===== src/rtl/ps2_pkg.sv =====
// Shared PS/2 host-side definitions: FSM states, frame edge indices,
// microsecond-to-cycle conversion and the odd-parity helper.
package ps2_pkg;

   typedef enum logic [2:0] {
      IDLE,
      INHIBIT,
      RTS,
      SHIFT,
      ACK,
      WAIT_IDLE
   } ps2_state_e;

   // Device clock falling edge on which parity / stop are driven.
   localparam logic [3:0] PARITY_EDGE = 4'd9;
   localparam logic [3:0] STOP_EDGE   = 4'd10;

   function automatic int us_to_cyc(input int freq_hz, input int us);
      return freq_hz / 1000000 * us;
   endfunction

   function automatic logic odd_parity(input logic [7:0] d);
      return ~^d;
   endfunction

endpackage


===== src/rtl/ps2_line_sync.sv =====
// One PS/2 line: 2-flop synchronizer, history flop, falling-edge strobe.
// Ports: clk, rst (async high), line_i raw line, line_o synced level,
//        fall_o one-cycle strobe on a synced 1->0 transition.
module ps2_line_sync (
   input  logic clk,
   input  logic rst,
   input  logic line_i,
   output logic line_o,
   output logic fall_o
);

   logic [1:0] sync_q, sync_d;
   logic       prev_q, prev_d;

   always_comb begin
      sync_d = {sync_q[0], line_i};
      prev_d = sync_q[1];
   end

   // Idle PS/2 lines float high, so reset to 1 to avoid a false fall.
   always_ff @(posedge clk or posedge rst) begin
      if (rst) begin
         sync_q <= 2'b11;
         prev_q <= 1'b1;
      end else begin
         sync_q <= sync_d;
         prev_q <= prev_d;
      end
   end

   assign line_o = sync_q[1];
   assign fall_o = prev_q & ~sync_q[1];

endmodule


===== src/rtl/ps2_host_transmitter.sv =====
// PS/2 host-to-device byte sender: inhibit, request-to-send, 8 data
// bits LSB first, odd parity, stop, device ACK; reports done or error.
// Ports: clk, rst (async high); ps2Clk/ps2Data raw lines read back;
//        ps2ClkDriveLow/ps2DataDriveLow open-drain pull-low enables;
//        txStart/txData request; txBusy, txDone, txError, rxInhibit.
// Build option: PS2_TX_RETRY_EN retries once from INHIBIT on failure.
module ps2_host_transmitter
   import ps2_pkg::*;
#(
   parameter int CLOCK_FREQUENCY = 100000000,
   parameter int INHIBIT_US      = 120,
   parameter int TIMEOUT_US      = 15000
) (
   input  logic       clk,
   input  logic       rst,
   input  logic       ps2Clk,
   input  logic       ps2Data,
   output logic       ps2ClkDriveLow,
   output logic       ps2DataDriveLow,
   input  logic       txStart,
   input  logic [7:0] txData,
   output logic       txBusy,
   output logic       txDone,
   output logic       txError,
   output logic       rxInhibit
);

   localparam int INHIBIT_CYC =
      us_to_cyc(CLOCK_FREQUENCY, INHIBIT_US);
   localparam int TIMEOUT_CYC =
      us_to_cyc(CLOCK_FREQUENCY, TIMEOUT_US);
   localparam int MAX_CYC = (TIMEOUT_CYC > INHIBIT_CYC) ?
      TIMEOUT_CYC : INHIBIT_CYC;
   localparam int CNT_W = $clog2(MAX_CYC + 1);
   localparam logic [CNT_W-1:0] INH_LAST = CNT_W'(INHIBIT_CYC - 1);
   localparam logic [CNT_W-1:0] TO_LAST  = CNT_W'(TIMEOUT_CYC - 1);
   localparam logic [CNT_W-1:0] CNT_ONE  = CNT_W'(1);

   ps2_state_e       state_q, state_d;
   logic [CNT_W-1:0] cnt_q, cnt_d;
   logic [3:0]       bit_cnt_q, bit_cnt_d;
   logic [7:0]       data_q, data_d;
   logic             clk_low_q, clk_low_d;
   logic             dat_low_q, dat_low_d;
   logic             done_q, done_d;
   logic             err_q, err_d;
   logic             fail;
   logic             clk_s, clk_fall;
   logic             dat_s, unused_dat_fall;
`ifdef PS2_TX_RETRY_EN
   logic             retry_q, retry_d;
`endif

   ps2_line_sync u_clk_sync (
      .clk    (clk),
      .rst    (rst),
      .line_i (ps2Clk),
      .line_o (clk_s),
      .fall_o (clk_fall)
   );

   ps2_line_sync u_dat_sync (
      .clk    (clk),
      .rst    (rst),
      .line_i (ps2Data),
      .line_o (dat_s),
      .fall_o (unused_dat_fall)
   );

   always_comb begin
      state_d   = state_q;
      cnt_d     = cnt_q;
      bit_cnt_d = bit_cnt_q;
      data_d    = data_q;
      dat_low_d = dat_low_q;
      done_d    = 1'b0;
      err_d     = 1'b0;
      fail      = 1'b0;
`ifdef PS2_TX_RETRY_EN
      retry_d   = retry_q;
`endif
      unique case (state_q)
         IDLE: begin
            dat_low_d = 1'b0;
            cnt_d     = '0;
            bit_cnt_d = '0;
            if (txStart) begin
               data_d  = txData;
               state_d = INHIBIT;
            end
         end
         INHIBIT: begin
            if (cnt_q == INH_LAST) begin
               cnt_d     = '0;
               dat_low_d = 1'b1;
               state_d   = RTS;
            end else begin
               cnt_d = cnt_q + CNT_ONE;
            end
         end
         RTS: begin
            // Start bit stays driven until the first device edge.
            cnt_d     = '0;
            bit_cnt_d = '0;
            state_d   = SHIFT;
         end
         SHIFT: begin
            if (clk_fall) begin
               cnt_d     = '0;
               bit_cnt_d = bit_cnt_q + 4'd1;
               if (bit_cnt_d == STOP_EDGE) begin
                  dat_low_d = 1'b0;
                  state_d   = ACK;
               end else if (bit_cnt_d == PARITY_EDGE) begin
                  dat_low_d = ~odd_parity(data_q);
               end else begin
                  dat_low_d = ~data_q[bit_cnt_q[2:0]];
               end
            end else if (cnt_q == TO_LAST) begin
               fail = 1'b1;
            end else begin
               cnt_d = cnt_q + CNT_ONE;
            end
         end
         ACK: begin
            if (clk_fall) begin
               cnt_d = '0;
               if (!dat_s) state_d = WAIT_IDLE;
               else        fail    = 1'b1;
            end else if (cnt_q == TO_LAST) begin
               fail = 1'b1;
            end else begin
               cnt_d = cnt_q + CNT_ONE;
            end
         end
         WAIT_IDLE: begin
            if (clk_fall) begin
               cnt_d = '0;
            end else if (clk_s && dat_s) begin
               done_d  = 1'b1;
               state_d = IDLE;
            end else if (cnt_q == TO_LAST) begin
               fail = 1'b1;
            end else begin
               cnt_d = cnt_q + CNT_ONE;
            end
         end
         default: state_d = IDLE;
      endcase

      if (fail) begin
         dat_low_d = 1'b0;
         cnt_d     = '0;
         bit_cnt_d = '0;
`ifdef PS2_TX_RETRY_EN
         if (!retry_q) begin
            retry_d = 1'b1;
            state_d = INHIBIT;
         end else begin
            err_d   = 1'b1;
            state_d = IDLE;
         end
`else
         err_d   = 1'b1;
         state_d = IDLE;
`endif
      end

`ifdef PS2_TX_RETRY_EN
      if (state_d == IDLE) retry_d = 1'b0;
`endif
      clk_low_d = (state_d == INHIBIT) || (state_d == RTS);
   end

   always_ff @(posedge clk or posedge rst) begin
      if (rst) begin
         state_q   <= IDLE;
         cnt_q     <= '0;
         bit_cnt_q <= '0;
         data_q    <= '0;
         clk_low_q <= 1'b0;
         dat_low_q <= 1'b0;
         done_q    <= 1'b0;
         err_q     <= 1'b0;
`ifdef PS2_TX_RETRY_EN
         retry_q   <= 1'b0;
`endif
      end else begin
         state_q   <= state_d;
         cnt_q     <= cnt_d;
         bit_cnt_q <= bit_cnt_d;
         data_q    <= data_d;
         clk_low_q <= clk_low_d;
         dat_low_q <= dat_low_d;
         done_q    <= done_d;
         err_q     <= err_d;
`ifdef PS2_TX_RETRY_EN
         retry_q   <= retry_d;
`endif
      end
   end

   assign ps2ClkDriveLow  = clk_low_q;
   assign ps2DataDriveLow = dat_low_q;
   assign txBusy          = (state_q != IDLE);
   assign rxInhibit       = txBusy;
   assign txDone          = done_q;
   assign txError         = err_q;

endmodule


===== config.mk =====
export PLATFORM = sky130hd
export DESIGN_NAME = ps2_host_transmitter
export DESIGN_NICKNAME = d
export VERILOG_FILES = /design/src/rtl/ps2_pkg.sv /design/src/rtl/ps2_line_sync.sv /design/src/rtl/ps2_host_transmitter.sv
export SDC_FILE = /design/constraint.sdc
export NUM_CORES = 1
export LEC_CHECK = 0
export CAP_MARGIN = 40
export CELL_PAD_IN_SITES_DETAIL_PLACEMENT = 1
export CELL_PAD_IN_SITES_GLOBAL_PLACEMENT = 1
export CORE_UTILIZATION = 45
export CTS_CLUSTER_DIAMETER = 30
export DETAILED_ROUTE_END_ITERATION = 6
export PLACE_DENSITY_LB_ADDON = 0.1
export RECOVER_POWER = 25
export SYNTH_ARGS = -nofsm -noshare
export SYNTH_HDL_FRONTEND = slang
export SYNTH_SLANG_ARGS = --single-unit

===== constraint.sdc =====
create_clock -name clk -period 3.2 [get_ports clk]
set_input_delay 0.32 -clock clk [delete_from_list [all_inputs] [get_ports clk]]
set_output_delay 0.32 -clock clk [all_outputs]
set_load 0.02 [all_outputs]

======== Word level (Yosys, flattened, before mapping) ========
Cells that the tools add are included.
word-level totals
  output and inout bits ................... 6
  bits of input ports ..................... 13
  register bits after elaboration ......... 45
operators by class
  multiplexer cells ....................... 39
  bitwise gates (word level) .............. 4
  reduce and logical (&&, ||, !) cells .... 14
  equality and inequality tests ........... 14
  $add $sub $neg .......................... 2
  $lt $le $gt $ge ......................... 1
operators by type and width
  kind                                                        number
  2-to-1 mux 21 bit                                           6
  case mux 21 bit (4 select lines)                            1
  2-to-1 mux 3 bit                                            9
  adder 21 x 1 -> 21 bit, second input constant               1
  equality test 21 x 14 -> 1 bit, second input constant       1
  equality test 21 bit, second input constant                 1
  case mux 3 bit (6 select lines)                             1
  2-to-1 mux 1 bit                                            16
  equality test 3 x 2 -> 1 bit, second input constant         3
  equality test 4 bit, second input constant                  2
  2-to-1 mux 4 bit                                            2
  case mux 4 bit (2 select lines)                             1
  XNOR reduction 8 bit                                        1
  equality test 3 x 1 -> 1 bit, second input constant         2
  equality test 3 bit, second input constant                  2
  inequality test 3 bit, second input constant                2
  case mux 1 bit (3 select lines)                             2
  AND reduction 2 bit                                         3
  nonzero test 3 bit                                          2
  nonzero test 5 bit                                          1
  adder 4 x 1 -> 4 bit, second input constant                 1
  less-than comparator 3 x 4 -> 1 bit, second input constant  1
  inequality test 4 bit, second input constant                1
  nonzero test 4 bit                                          1
  other kinds (8)                                             11

======== Longest topological paths before layout ========
  depth after elaboration ................. 8
  depth in mapped cells ................... 8
  depth with buffers taken out ............ 7

======== Modules after synthesis ========
From an unflattened synthesis, not the netlist that was laid out.
unflattened totals
  cell total of the unflattened synthesis .. 245
  area, all modules ....................... 2537.4 µm²
by module, submodules not included
  module                area an instance (µm²)  times used  cells each
  ps2_host_transmitter  2344.7                  1           235
  ps2_line_sync         96.3                    2           5

======== Worst setup path before layout ========
No wires, ideal clock.
  path kind ............................... register -> register
  start ................................... register cnt_q[10]
  end ..................................... register cnt_q[10]
  arrival ................................. 2.204 ns
  slack ................................... 0.878 ns
  cell stages (with the launch flop) ...... 8
  buffers on the path ..................... 1
  setup time .............................. 0.119 ns
  cells stage by stage .................... dfrtp_1 > or4b_1 > or4_4 > o31ai_4 > a21oi_2 > nor2_4 > buf_6 > nor2_1
between the ends
  longest elaborated chain between the ends .. 7
  elaborated cells on any way between the ends .. 19
RTL lines
  item                                                                            line                         RTL
  from (decl)                                                                     ps2_host_transmitter.sv:40   logic [CNT_W-1:0] cnt_q, cnt_d;
  from (signal assigned)                                                          ps2_host_transmitter.sv:190  cnt_q <= cnt_d;
  parallel branches: the longest is 7 deep, another holds adder 21 x 1 -> 21 bit  --
Parallel ways; which one is timed is not known. The select of a mux whose other input is x is not followed.
A chain may end at the register's enable or synchronous reset.

======== Worst setup path after layout ========
  start ................................... register cnt_q[10]
  end ..................................... register cnt_q[16]
The elaborated chain is that of the path after synthesis.

==> qor.csv <==
metric,value,unit
status,"finished, final reports clean",
synth_cell_type_count,55,
whs_path_depth,0,
hold_class,register to register,
cp_cell_sequence,"or4b_1, or4_4, o31ai_4, a21oi_2, nor2_4, nor2_1",
setup_viol_count_final,0,
syn2layout_area_growth,14.0,%
power_density,356,nW/um2
fin_crit,2.68,ns
min-delay-start,u_dat_sync.sync_q[0],
cts_tree,built,
ant_nets,0,
grt_max_degree,25,
nNetsFinal,279,
htreeDepth,2,
grt_pass1_vias,1897,
slowest_delay,0.52,ns
drv_slew,0,
cp.required,3.37,ns
rows,26,
num_vias,1836,
dp_slack,0.491,ns
drc,0,
drive_above_1_share,12.9,%
rr_worst_depth,6,
clock.fmax,374,MHz
place_congestion,0.762,
tightest_slew,0.976,ns
worstSetupEndpointType,register,
ios,19,
grt_first_pass_wirelength,9160,um
avgSynthCellArea,10.0,um2
timing.rr.end,cnt_q[16],
drt_iter0_drc,128,
async_flop_share,100,%
crit_type,register to register,
irDropWorstVdd,0.213,mV
cp.arrival,2.84,ns
rsz0062_at_grt,no,
power_frac_comb,5.8,%
clock_sinks,45,
cp_max_fo,15,
cts_buffers,5,
fin_skew,0.00566,ns
drt-total-wl,5570,um
synth_edf_count,0,
dpl.hpwl,4120,um
fin_ws,0.525,ns
final_common_cell,dfrtp_1,
finalSetupTns,0,ns
whs_endpoint,u_dat_sync.sync_q[1],
overflow,0,
power_switching,221,uW
viasPerCell,5.51,
post-cts-setup-buffer-count,0,
maxCapViolations,0,
rrSetupSlack,0.52,ns
firstDrtPassIters,4,
antenna_found_initial,0,
power_leakage,0.00119,uW
cts-root-buf,clkbuf_8,
die_y,75.6,um
portBuffers,18,
cts_buffer_depth,2,
routedWlPerCell,16.7,um
cts_resized,0,
r2r-start,cnt_q[10],
synthCells,243,
synth_flop_cell,dfrtp_1,
synth_fp_nets,260,
pwr-share-seq,59.4,%
netlist_area,2440,um2
yosysSeqAreaShare,46.5,%
track_usage,21.8,%
hold_violations,0,
clkTransAtPathRegs,0.08,ns
final_cell_mix,"40 x dfrtp_1, 24 x nand2_1, 22 x nor2_1",
p_clk_share,34.8,%
antennaDiodeCount,0,
start_util,47.1,%
core-area,5170,um2
p_int,767,uW
ctsHoldBuffers,0,
synth_seq_cells,45,
crit_slowest_cell,or4b_1,
cp-start-kind,register,
relSlewSlack,34.8,%
dieArea,5710,um2
die_w,75.6,um
fin_crit_sh,83.6,%
clk_latency,0.29,ns
fin_util,53.7,%
switching_share,22.4,%
yosysWarnings,0,
-- registers in the layout (all words and copies together) (netlist names) --
signal and cells:
cnt_q 21, data_q 8, bit_cnt_q 4, state_q 3
u_clk_sync.sync_q 2, u_dat_sync.sync_q 2, ps2ClkDriveLow 1, ps2DataDriveLow 1
txDone 1, txError 1, u_clk_sync.prev_q 1
-- cell families (layout without fill, tap and decap cells) --
group	after synthesis	count (layout)	share of synthesized area, %
simple gates	103	103	23.0
flops	45	45	46.5
compound gates	42	42	11.7
xor+xnor	22	22	7.91
buf+inv	16	36	2.93
mux	11	11	6.01
fa+ha+maj	4	4	2.05
-- metrics by stage --
step	cells	total power (uW)	hold WS (ns)	cell area, um2
after global routing	333	1030	0.366	2780
final	333	988	0.361	2780
after CTS	333	1000	0.362	2780
after floorplan	243	628	0.324	2440
after global placement	324	651	0.346	2670
after detailed placement	325	658	0.351	2700
-- power groups by stage --
stage	Combinational, uW	Sequential [uW]	Clock, uW
4_1_cts	59.8	587	356
6_report	57.6	587	344
5_1_grt	64.1	588	375
2_1_floorplan	32.9	596	0
3_5_place_dp	59.8	598	0
3_3_place_gp	54.3	597	0
-- cell usage after synthesis (all sizes together) (2+ instances only) --
cell type  instances  area [um2]
and2               3        20.0
a21o               2        15.0
dfstp              5         131
o31ai              2        28.8
nand4b             2        17.5
inv                8        30.0
dfrtp             40        1000
nor3               4        20.0
nor4b              2        17.5
o21ai             10        50.1
nand4              6        37.5
nand2b             2        12.5
nand2             24        90.1
ha                 4        50.1
buf                2        18.8
a211oi             2        15.0
or2                2        12.5
nor2              23        93.8
xnor2             11        96.3
mux2               9         101
a31o               2        17.5
a21oi             14        73.8
mux4               2        45.0
a221o              2        20.0
xor2              11        96.3
or4                2        18.8
clkbuf             6        22.5
nand3             10        50.1
nor3b              2        15.0
nor2b              4        25.0
or3                2        13.8
and3               7        45.1
nor4               2        12.5
-- area by class of cell --
type,instances,area [um2]
inverters,8,30.0
flip-flops and latches,45,1130
well taps,70,87.6
fillers,583,2390
repair buffers,20,215
multi-input cells,182,1230
clock buffers,8,80.1
-- critical path, delay by kind of cell (launching register included) --
family | cells | cell delay, ns
simple gates | 4 | 1.45
compound gates | 2 | 0.65
flops | 1 | 0.45
-- worst max-delay path by stage --
stage | startpoint | endpoint | cells after the start
final | cnt_q[10] | cnt_q[16] | 6
after global routing | cnt_q[0] | cnt_q[16] | 7
after CTS | cnt_q[10] | cnt_q[16] | 6
after detailed placement | cnt_q[10] | cnt_q[16] | 6
after global placement | cnt_q[10] | cnt_q[16] | 6
after floorplan | cnt_q[10] | cnt_q[10] | 7
-- per-layer routing --
layer	vias to the layer above	share of wire, %	GRT usage [%]
met4	0	0.61	4.32
li1	901	-	-
met3	4	2.6	4.50
met5	-	0	0
met1	902	50	29.9
met2	29	47	35.9
(Power assumes the default switching activity.)
